--- config.mk ---
export PLATFORM = sky130hd
export DESIGN_NAME = fsm_seq_ctrl
export DESIGN_NICKNAME = d
export VERILOG_FILES = /design/src/rtl/fsm_seq_ctrl.sv
export SDC_FILE = /design/constraint.sdc
export NUM_CORES = 1
export LEC_CHECK = 0
export BUFFER_PORTS_ARGS = -buffer_cell sky130_fd_sc_hd__buf_4
export CAP_MARGIN = 20
export CORE_ASPECT_RATIO = 1.1
export CORE_MARGIN = 4
export CORE_UTILIZATION = 60
export CTS_BUF_LIST = sky130_fd_sc_hd__clkbuf_4
export CTS_CLUSTER_DIAMETER = 30
export DETAILED_ROUTE_END_ITERATION = 8
export PLACE_DENSITY = 0.86
export SYNTH_ARGS = -nofsm -noshare
export SYNTH_HDL_FRONTEND = slang
export SYNTH_SLANG_ARGS = --single-unit
--- constraint.sdc ---
create_clock -name clock -period 2.6 [get_ports clock]
set_input_delay 0.26 -clock clock [delete_from_list [all_inputs] [get_ports clock]]
set_output_delay 0.26 -clock clock [all_outputs]
set_load 0.01 [all_outputs]
--- src/rtl/fsm_seq_ctrl.sv ---
// fsm_seq_ctrl: serialises a parallel word MSB-first onto the run-length
// detector's X input and accumulates saturating Y1/Y2 hit counts, sampling
// each detector result a fixed latency after the bit that produced it.
module fsm_seq_ctrl #(
   parameter int   WORD_W   = 16,
   parameter int   CNT_W    = 8,
   parameter int   DET_LAT  = 1,
   parameter logic IDLE_BIT = 1'b0
) (
   input  logic              clock,
   input  logic              reset_n,
   input  logic              in_valid,
   output logic              in_ready,
   input  logic [WORD_W-1:0] in_data,
   input  logic              clr_cnt,
   output logic              x_out,
   input  logic              y1_in,
   input  logic              y2_in,
   output logic              busy,
   output logic              done,
   output logic [CNT_W-1:0]  y1_cnt,
   output logic [CNT_W-1:0]  y2_cnt
);

   localparam logic [1:0] S_IDLE  = 2'd0;
   localparam logic [1:0] S_SHIFT = 2'd1;
   localparam logic [1:0] S_DRAIN = 2'd2;
   localparam logic [1:0] S_DONE  = 2'd3;

   localparam int BCW = (WORD_W > 1) ? $clog2(WORD_W) : 1;
   localparam int DCW = (DET_LAT > 1) ? $clog2(DET_LAT) : 1;
   localparam logic [BCW-1:0]   LAST_BIT = BCW'(WORD_W - 1);
   localparam logic [DCW-1:0]   LAST_DRN = DCW'(DET_LAT - 1);
   localparam logic [CNT_W-1:0] CNT_MAX  = {CNT_W{1'b1}};

   logic [1:0]        state;
   logic [WORD_W-1:0] shreg;     // bits still to be driven, next one at MSB
   logic [BCW-1:0]    bit_cnt;   // index of the bit currently on x_out
   logic [DCW-1:0]    drn_cnt;
   logic [DET_LAT:0]  vld_pipe;  // [0] = x_out carries a word bit
   logic              load;
   logic              sample;

   assign in_ready = (state == S_IDLE);
   assign busy     = (state != S_IDLE);
   assign done     = (state == S_DONE);
   assign load     = in_valid && in_ready;
   // Result of a driven bit is valid DET_LAT edges after the detector captured it.
   assign sample   = vld_pipe[DET_LAT];

   // Sequencer FSM and serial datapath
   always_ff @(posedge clock or negedge reset_n) begin
      if (!reset_n) begin
         state   <= S_IDLE;
         shreg   <= '0;
         bit_cnt <= '0;
         drn_cnt <= '0;
         x_out   <= IDLE_BIT;
      end else begin
         case (state)
            S_IDLE: begin
               x_out <= IDLE_BIT;
               if (load) begin
                  x_out   <= in_data[WORD_W-1];
                  shreg   <= {in_data[WORD_W-2:0], 1'b0};
                  bit_cnt <= '0;
                  state   <= S_SHIFT;
               end
            end
            S_SHIFT: begin
               if (bit_cnt == LAST_BIT) begin
                  x_out   <= IDLE_BIT;
                  drn_cnt <= '0;
                  state   <= S_DRAIN;
               end else begin
                  x_out   <= shreg[WORD_W-1];
                  shreg   <= {shreg[WORD_W-2:0], 1'b0};
                  bit_cnt <= bit_cnt + BCW'(1);
               end
            end
            S_DRAIN: begin
               x_out <= IDLE_BIT;
               if (drn_cnt == LAST_DRN) state <= S_DONE;
               else                     drn_cnt <= drn_cnt + DCW'(1);
            end
            default: begin
               x_out <= IDLE_BIT;
               state <= S_IDLE;
            end
         endcase
      end
   end

   // Valid pipe tracking which cycles carry real word bits (never idle/drain)
   always_ff @(posedge clock or negedge reset_n) begin
      if (!reset_n) begin
         vld_pipe <= '0;
      end else begin
         vld_pipe[0]         <= load || ((state == S_SHIFT) && (bit_cnt != LAST_BIT));
         vld_pipe[DET_LAT:1] <= vld_pipe[DET_LAT-1:0];
      end
   end

   // Saturating hit counters; clear beats a same-cycle increment
   always_ff @(posedge clock or negedge reset_n) begin
      if (!reset_n) begin
         y1_cnt <= '0;
         y2_cnt <= '0;
      end else if (clr_cnt) begin
         y1_cnt <= '0;
         y2_cnt <= '0;
      end else if (sample) begin
         if (y1_in && (y1_cnt != CNT_MAX)) y1_cnt <= y1_cnt + CNT_W'(1);
         if (y2_in && (y2_cnt != CNT_MAX)) y2_cnt <= y2_cnt + CNT_W'(1);
      end
   end

endmodule
==> results of run 1 <==
[registers in the layout (all words and copies together) (netlist names)]
signal / flops
vld_pipe: 2
state: 2
y1_cnt: 8
shreg: 15
y2_cnt: 8
x_out: 1
bit_cnt: 4
[metrics by stage]
step	power, uW	area [um^2]	cells	hold slack, ns
2_1_floorplan	1510	2130	199	-0.0356
3_3_place_gp	1710	2460	280	0.264
3_5_place_dp	1750	2460	280	0.261
4_1_cts	2080	2530	289	0.123
5_1_grt	2240	2530	289	0.125
6_report	2050	2530	289	0.150
[power by group through the flow]
| stage | sequential, uW | combinational (uW) | clock, uW |
|---|---|---|---|
| detailed placement | 939 | 812 | 0 |
| global route | 953 | 920 | 363 |
| floorplan | 916 | 593 | 0 |
| global placement | 932 | 774 | 0 |
| CTS | 928 | 813 | 338 |
| finish | 928 | 799 | 323 |
[placed cells by master, fill, tap and decap left out, types with 2 or more instances in the layout]
master,netlist,layout
buf_4,0,43
dfrtp_1,40,40
nand2_1,32,32
mux2i_1,16,16
o21ai_0,16,16
nor2_1,14,14
xnor2_1,11,11
ha_1,8,8
clkbuf_4,0,7
inv_1,5,5
nand3_1,4,4
a21oi_1,4,4
a2111oi_4,4,4
a211oi_1,4,4
nand3b_1,3,3
and2_1,2,2
a32o_1,2,2
a31o_2,2,2
nand4_1,2,2
[layout make-up]
cell class / instances / share of cell area
clock buffer: 7 / 0.0208
timing repair buffer: 44 / 0.132
clock inverter: 1 / 0.00148
tap: 48 / 0.0238
inverter: 5 / 0.00742
sequential: 40 / 0.396
multi-input combinational: 144 / 0.419
[timing repair]
item                      in CTS  in global routing
hold endpoints to repair      40                  0
resized for setup              0                  0
hold buffers                   1                  0
[worst max-delay path by stage]
stage                          from                endpoint  depth (start not counted)  slack (ns)
2_1_floorplan  state[0]$_DFFE_PN0P_   shreg[10]$_DFFE_PN0P_                          7        0.98
3_3_place_gp   state[0]$_DFFE_PN0P_  bit_cnt[3]$_DFFE_PN0P_                          6        0.79
3_5_place_dp   state[0]$_DFFE_PN0P_  bit_cnt[3]$_DFFE_PN0P_                          6        0.73
4_1_cts        state[0]$_DFFE_PN0P_  bit_cnt[3]$_DFFE_PN0P_                          6        0.72
5_1_grt        state[1]$_DFFE_PN0P_    shreg[4]$_DFFE_PN0P_                          7        0.55
6_report       state[0]$_DFFE_PN0P_  bit_cnt[3]$_DFFE_PN0P_                          6        0.71
[worst reg2reg max path, stage by stage (launching register included)]
cell	delay, ns
dfrtp_1	0.41
inv_1	0.10
ha_1	0.29
nand2b_1	0.26
o211ai_2	0.23
buf_4	0.27
a22o_1	0.24
[logic make-up after synthesis]
| kind of cell | share of synthesized area |
|---|---|
| simple gates | 0.163 |
| mux | 0.0752 |
| fa+ha+maj | 0.0470 |
| buf+inv | 0.0329 |
| compound gates | 0.163 |
| xor+xnor | 0.0493 |
| flops | 0.470 |
[per-layer routing]
metal,global-route usage,up-vias,routed length [um]
met2,0.327,39,2010
li1,-,784,-
met3,0.0643,9,182
met1,0.229,747,1700
met4,0.0822,0,81
met5,0,-,0
==> out/qor.txt, run 1 <==
status = finished clean
clock power share = 0.158
top-area cell type share of the netlist area = 0.470
Post-Syn Nets = 229
minimum clock period after layout = 1.89 ns
post-CTS setup buffer count = 0
final setup violating endpoints = 0
reg-to-reg slack, setup = 0.71 ns
Ys Warns = 0
IO Pins = 42
FF/Latch Area = 1000 um^2
post-synth cell types = 41
Crit Reg-Reg Endpoint = bit_cnt[3]$_DFFE_PN0P_
max-cap violations = 0
total CTS buffers = 5
PwrDens = 811 nW/um^2
area leader, netlist = dfrtp_1
synthesis-stage register bit count = 40
Hold Path Stages = 3
Starting Density = 0.629
Slew @ Worst Pin = 0.495 ns
# DRC = 0
endpoint class of the critical path = flop
final hold violations = 0
RSZ-0062 raised after global routing = no
highest clock rate = 529 MHz
die area = 4570 um^2
Worst setup SP type = flop
Main synth FF type = dfrtp_1
Final period util = 0.726
NumNets Final = 270
critical path type = reg -> reg
crit path DAT = 2.14 ns
clock root cell = clkbuf_4
vias = 1579
synth cell count leaders = dfrtp_1, nand2_1, mux2i_1, o21ai_0, nor2_1
dpl ws = 0.734 ns
reg2reg path depth = 6
drt total wl = 3970 um
Starting DRT DRC Count = 104
worst vdd ir = 0.768 mV
CTS tree = done
Die Y = 70.5 um
Slew HR = 0.670
P_sw = 771 uW
gr usage total = 0.196
Max Slew Vio Count = 0
WP data required = 2.86 ns
switch share = 0.376
DRT Pass-1 Iters = 4
clk sinks = 40
Buf/Inv on CP = 2
Comb power frac = 0.390
first-pass GRT wire length = 6960 um
Hold Crit Endpoint = vld_pipe[0]$_DFF_PN0_
worst min path class = in -> reg
Total Neg Setup Slack = 0 ns
DIE WIDTH = 64.8 um
antenna violations before repair = 0
r2r startpoint = state[0]$_DFFE_PN0P_
syn avg cell area = 10.7 um^2
port bufs = 41
fill count = 262
Reg clk slew, reported paths = 0.11 ns
largest net degree at the start of global routing = 41
Finished Core Util = 0.747
ant diodes = 0
row cnt = 22
leakage = 0.00112 uW
number of flops mapped to enable cells by yosys = 0
sequential-to-total area share from yosys stat = 0.470
post-DP HPWL = 2910 um
area grow syn2layout = 18.7%
max incr delay on CP = 0.41 ns
RD Place Congestion = 0.781
crit-path cells = inv_1 > ha_1 > nand2b_1 > o211ai_2 > buf_4 > a22o_1
Setup Skew = 0.00838 ns
Flop pwr share = 0.453
htree depth = 2
cell internal pwr = 1280 uW
Vias/cell = 5.46
Top delay family on crit path = compound AO/OA/AOI/OAI gates
Mapped Area = 2130 um^2
grt ovf = 0
most common cell in the synthesized netlist = dfrtp_1
share of cells above drive strength 1 = 0.261
Clock Path Buffers = 2
Async S/R FF share, synth = 1.00
Syn Inst Count = 199
Clk Latency, worst-skew pair = 0.35 ns
hold_sp = in_valid
Worst Path Max Fanout = 27
slowest CP cell = dfrtp_1
final setup margin = 0.711 ns
DRT antenna net count = 0
wire length per cell = 13.7 um
Core Footprint = 3390 um^2
Synth area leaders = dfrtp_1, mux2i_1, nand2_1
area of the multi-input gates = 1060 um^2
vias in the first global route = 1598
Note: power is estimated with default switching activity, not from simulation.
==> inputs of run 2 (changes only) <==
--- a/config.mk
+++ b/config.mk
@@ -5,15 +5,16 @@
 export SDC_FILE = /design/constraint.sdc
 export NUM_CORES = 1
 export LEC_CHECK = 0
+export ABC_AREA = 1
 export BUFFER_PORTS_ARGS = -buffer_cell sky130_fd_sc_hd__buf_4
 export CAP_MARGIN = 20
 export CORE_ASPECT_RATIO = 1.1
 export CORE_MARGIN = 4
-export CORE_UTILIZATION = 60
+export CORE_UTILIZATION = 57
 export CTS_BUF_LIST = sky130_fd_sc_hd__clkbuf_4
 export CTS_CLUSTER_DIAMETER = 30
 export DETAILED_ROUTE_END_ITERATION = 8
-export PLACE_DENSITY = 0.86
+export PLACE_DENSITY = 0.82
 export SYNTH_ARGS = -nofsm -noshare
 export SYNTH_HDL_FRONTEND = slang
 export SYNTH_SLANG_ARGS = --single-unit
==> constraint.sdc (replaced) <==
create_clock -name clock -period 1.95 [get_ports clock]
set_input_delay 0.195 -clock clock [delete_from_list [all_inputs] [get_ports clock]]
set_output_delay 0.195 -clock clock [all_outputs]
set_load 0.01 [all_outputs]
==> run 2 against run 1 <==
  * Final cell count up 34%
  * Wire length up 8.4%
  * Register-to-register slack worse by 0.34 ns
  * Clock power up 70%
  * Sequential cell count unchanged
  * Design area up 4.3%
  * Via count up 23%
  * Sequential power up 28%
  * Critical endpoint is now shreg[12]$_DFFE_PN0P_
  * Power up 43%
==> out/qor.txt, run 2 <==
vias = 1940 (+23%)
Total Neg Setup Slack = 0 ns (unchanged)
syn avg cell area = 7.64 um^2 (-29%)
most frequent cells in the layout = nand2_1, buf_4, dfrtp_1, inv_1, nor2_1
reg2reg path depth = 6 (unchanged)
port bufs = 41 (unchanged)
wire length per cell = 11.2 um (-19%)
grt ovf = 0 (unchanged)
critical path type = reg -> reg
Slew HR = 0.664 (-0.00599)
mux contribution to synthesized area = 0 (-0.0752)
area grow syn2layout = 18.1%
Final Cell Area = 2640 um^2 (+4.3%)
DRT Pass-1 Iters = 4 (unchanged)
Syn Inst Count = 292 (+47%)
RSZ-0062 raised after global routing = no
max reg flops = 15 (unchanged)
largest net degree at the start of global routing = 41 (unchanged)
Core Footprint = 3710 um^2 (+9.6%)
minimum clock period after layout = 1.58 ns (-0.311 ns)
Setup Skew = 0.00945 ns (+0.00107 ns)
PwrDens = 1110 nW/um^2 (+37%)
post-DP HPWL = 3130 um (+7.6%)
final hold violations = 0 (unchanged)
largest family of logic cells by synthesized area = simple AND/OR/NAND/NOR gates
Vias/cell = 5.03 (-8.0%)
WP data required = 2.20 ns (-0.66 ns)
placed inst area = 2550 um^2 (+3.6%)
clock root cell = clkbuf_4
ant diodes = 0 (unchanged)
commonest non-fill, non-tap cell in the layout = nand2_1
Comb power frac = 0.407 (+0.017)
Async S/R FF share, synth = 1.00 (unchanged)
Synth area leaders = dfrtp_1, nand2_1, inv_1
endpoint class of the critical path = flop
Die Y = 73.6 um (+4.4%)
Final period util = 0.809 (+0.0829)
crit-path cells = inv_1 > ha_1 > o21a_2 > nand2_8 > nor2_1 > a21oi_2
slowest CP cell = dfrtp_1
Post-Synth Adder-Cell Area = 0.0448 (-0.00213)
highest clock rate = 634 MHz (+20%)
# DRC = 0 (unchanged)
row cnt = 23 (+4.5%)
sequential-to-total area share from yosys stat = 0.448 (-0.0213)
worst min path class = in -> reg
number of flops mapped to enable cells by yosys = 0 (unchanged)
Final Total Pwr = 2930 uW (+43%)
synth cell count leaders = nand2_1, dfrtp_1, inv_1, nor2_1, o21ai_0
clock power share = 0.188 (+0.030)
Starting Density = 0.601 (-0.0281)
cell internal pwr = 1770 uW (+39%)
DIE WIDTH = 67.7 um (+4.4%)
Mapped Area = 2230 um^2 (+4.8%)
DRT antenna net count = 0 (unchanged)
final setup violating endpoints = 0 (unchanged)
Clk Latency, worst-skew pair = 0.36 ns (about the same)
Starting DRT DRC Count = 149 (+43%)
area share of and/or/nand/nor cells after synthesis = 0.284 (+0.122)
Buf/Inv on CP = 1 (-1)
Post-Syn Nets = 322 (+41%)
synthesis-stage register bit count = 40 (unchanged)
Biggest register = shreg
first-pass GRT wire length = 7380 um (+6.2%)
Top delay family on crit path = flip-flops
area leader, netlist = dfrtp_1
Flop pwr share = 0.405 (-0.048)
switch share = 0.395 (+0.0184)
die area = 4980 um^2 (+9.0%)
Max Slew Vio Count = 0 (unchanged)
max-cap violations = 0 (unchanged)
Worst setup SP type = flop
Reg clk slew, reported paths = 0.13 ns (+0.02 ns)
RD Place Congestion = 0.831 (+6.4%)
total CTS buffers = 5 (unchanged)
post-synth cell types = 25 (-39%)
post-CTS setup buffer count = 0 (unchanged)
share of cells above drive strength 1 = 0.193 (-0.0680)
top-area cell type share of the netlist area = 0.448 (-0.0213)
reg-to-reg slack, setup = 0.37 ns (-0.34 ns)
NumNets Final = 365 (+35%)
leakage = 0.00138 uW (+23%)
complex-gate fraction of the synthesized area = 0.122 (-0.0416)
Slew @ Worst Pin = 0.504 ns (+0.00899 ns)
gr usage total = 0.194 (-0.00154)
max incr delay on CP = 0.43 ns (+0.02 ns)
CTS tree = done
antenna violations before repair = 0 (unchanged)
WP depth = 6 (unchanged)
drt total wl = 4300 um (+8.4%)
worst vdd ir = 0.741 mV (-3.5%)
P_sw = 1160 uW (+50%)
Worst Path Max Fanout = 37 (+37%)
Hold Path Stages = 3 (unchanged)
Main synth FF type = dfrtp_1
IO Pins = 42 (unchanged)
most common cell in the synthesized netlist = nand2_1
Ys Warns = 0 (unchanged)
htree depth = 2 (unchanged)
clk sinks = 40 (unchanged)
crit path DAT = 1.83 ns (-0.31 ns)
vias in the first global route = 1722 (+7.8%)
Top Registers = shreg x15, y1_cnt x8, y2_cnt x8
status = finished clean
Clock Path Buffers = 2 (unchanged)
xor/xnor cell area share of the yosys netlist = 0.00785 (-0.0415)
## run 2: path summary, 6_finish.rpt
kind,from,end
setup reg to reg,state[1]$_DFFE_PN0P_,shreg[12]$_DFFE_PN0P_
hold / removal,in_data[15],x_out$_DFF_PN0_
min in group asynchronous,reset_n,y1_cnt[5]$_DFFE_PN0P_
max in group asynchronous,reset_n,bit_cnt[1]$_DFFE_PN0P_
setup / recovery,state[1]$_DFFE_PN0P_,shreg[12]$_DFFE_PN0P_
hold reg to reg,vld_pipe[0]$_DFF_PN0_,vld_pipe[1]$_DFF_PN0_
## run 2: per-layer routing
| metal | vias up | wire length, um | GRT usage |
|---|---|---|---|
| met4 | 0 | 86 | 0.0721 |
| met2 | 41 | 2050 | 0.314 |
| li1 | 1010 | - | - |
| met5 | - | 0 | 0 |
| met1 | 878 | 1930 | 0.250 |
| met3 | 11 | 240 | 0.0489 |
## run 2: through the flow
step	instances	utilization	hold slack (ns)	setup slack, ns
2_1_floorplan	292	-	-0.101	0.449
3_3_place_gp	377	0.687	0.204	0.435
3_5_place_dp	377	0.687	0.206	0.370
4_1_cts	386	0.710	0.0902	0.362
5_1_grt	386	0.710	0.0957	0.214
6_report	386	0.710	0.0978	0.372
## run 2: worst register-to-register path, delay by kind of cell, from the launching register on
kind            cells  cell delay, ns
compound gates      2            0.26
fa+ha+maj           1            0.34
buf+inv             1            0.11
simple gates        2            0.33
flops               1            0.43
## run 2: what timing repair did
item / CTS / global route
hold buffers: 1 / 0
setup endpoints to repair: 0 / 0
gates resized for setup: 0 / 0
hold endpoints to repair: 40 / 0
## run 2: cell type report
type	count	area [um^2]
fill	311	1080
multi-input combinational	206	1020
sequential	40	1000
timing repair buffer	43	325
inverter	39	149
tap	50	62.6
clock buffer	5	37.5
clock inverter	3	37.5
## run 2: power by group through the flow
stage          combinational (uW)  clock, uW  sequential (uW)
2_1_floorplan                1010          0             1180
5_1_grt                      1380        581             1220
3_3_place_gp                 1170          0             1190
4_1_cts                      1220        558             1190
3_5_place_dp                 1210          0             1210
6_report                     1190        550             1190
## run 2: kinds of logic after synthesis
kind of cell               count (synthesis)
xor gates and xnor gates                   2
buffers and inverters                     46
AOI/OAI and AO/OA                         48
DFF                                       40
adders and majority gates                  8
and+or+nand+nor                          148
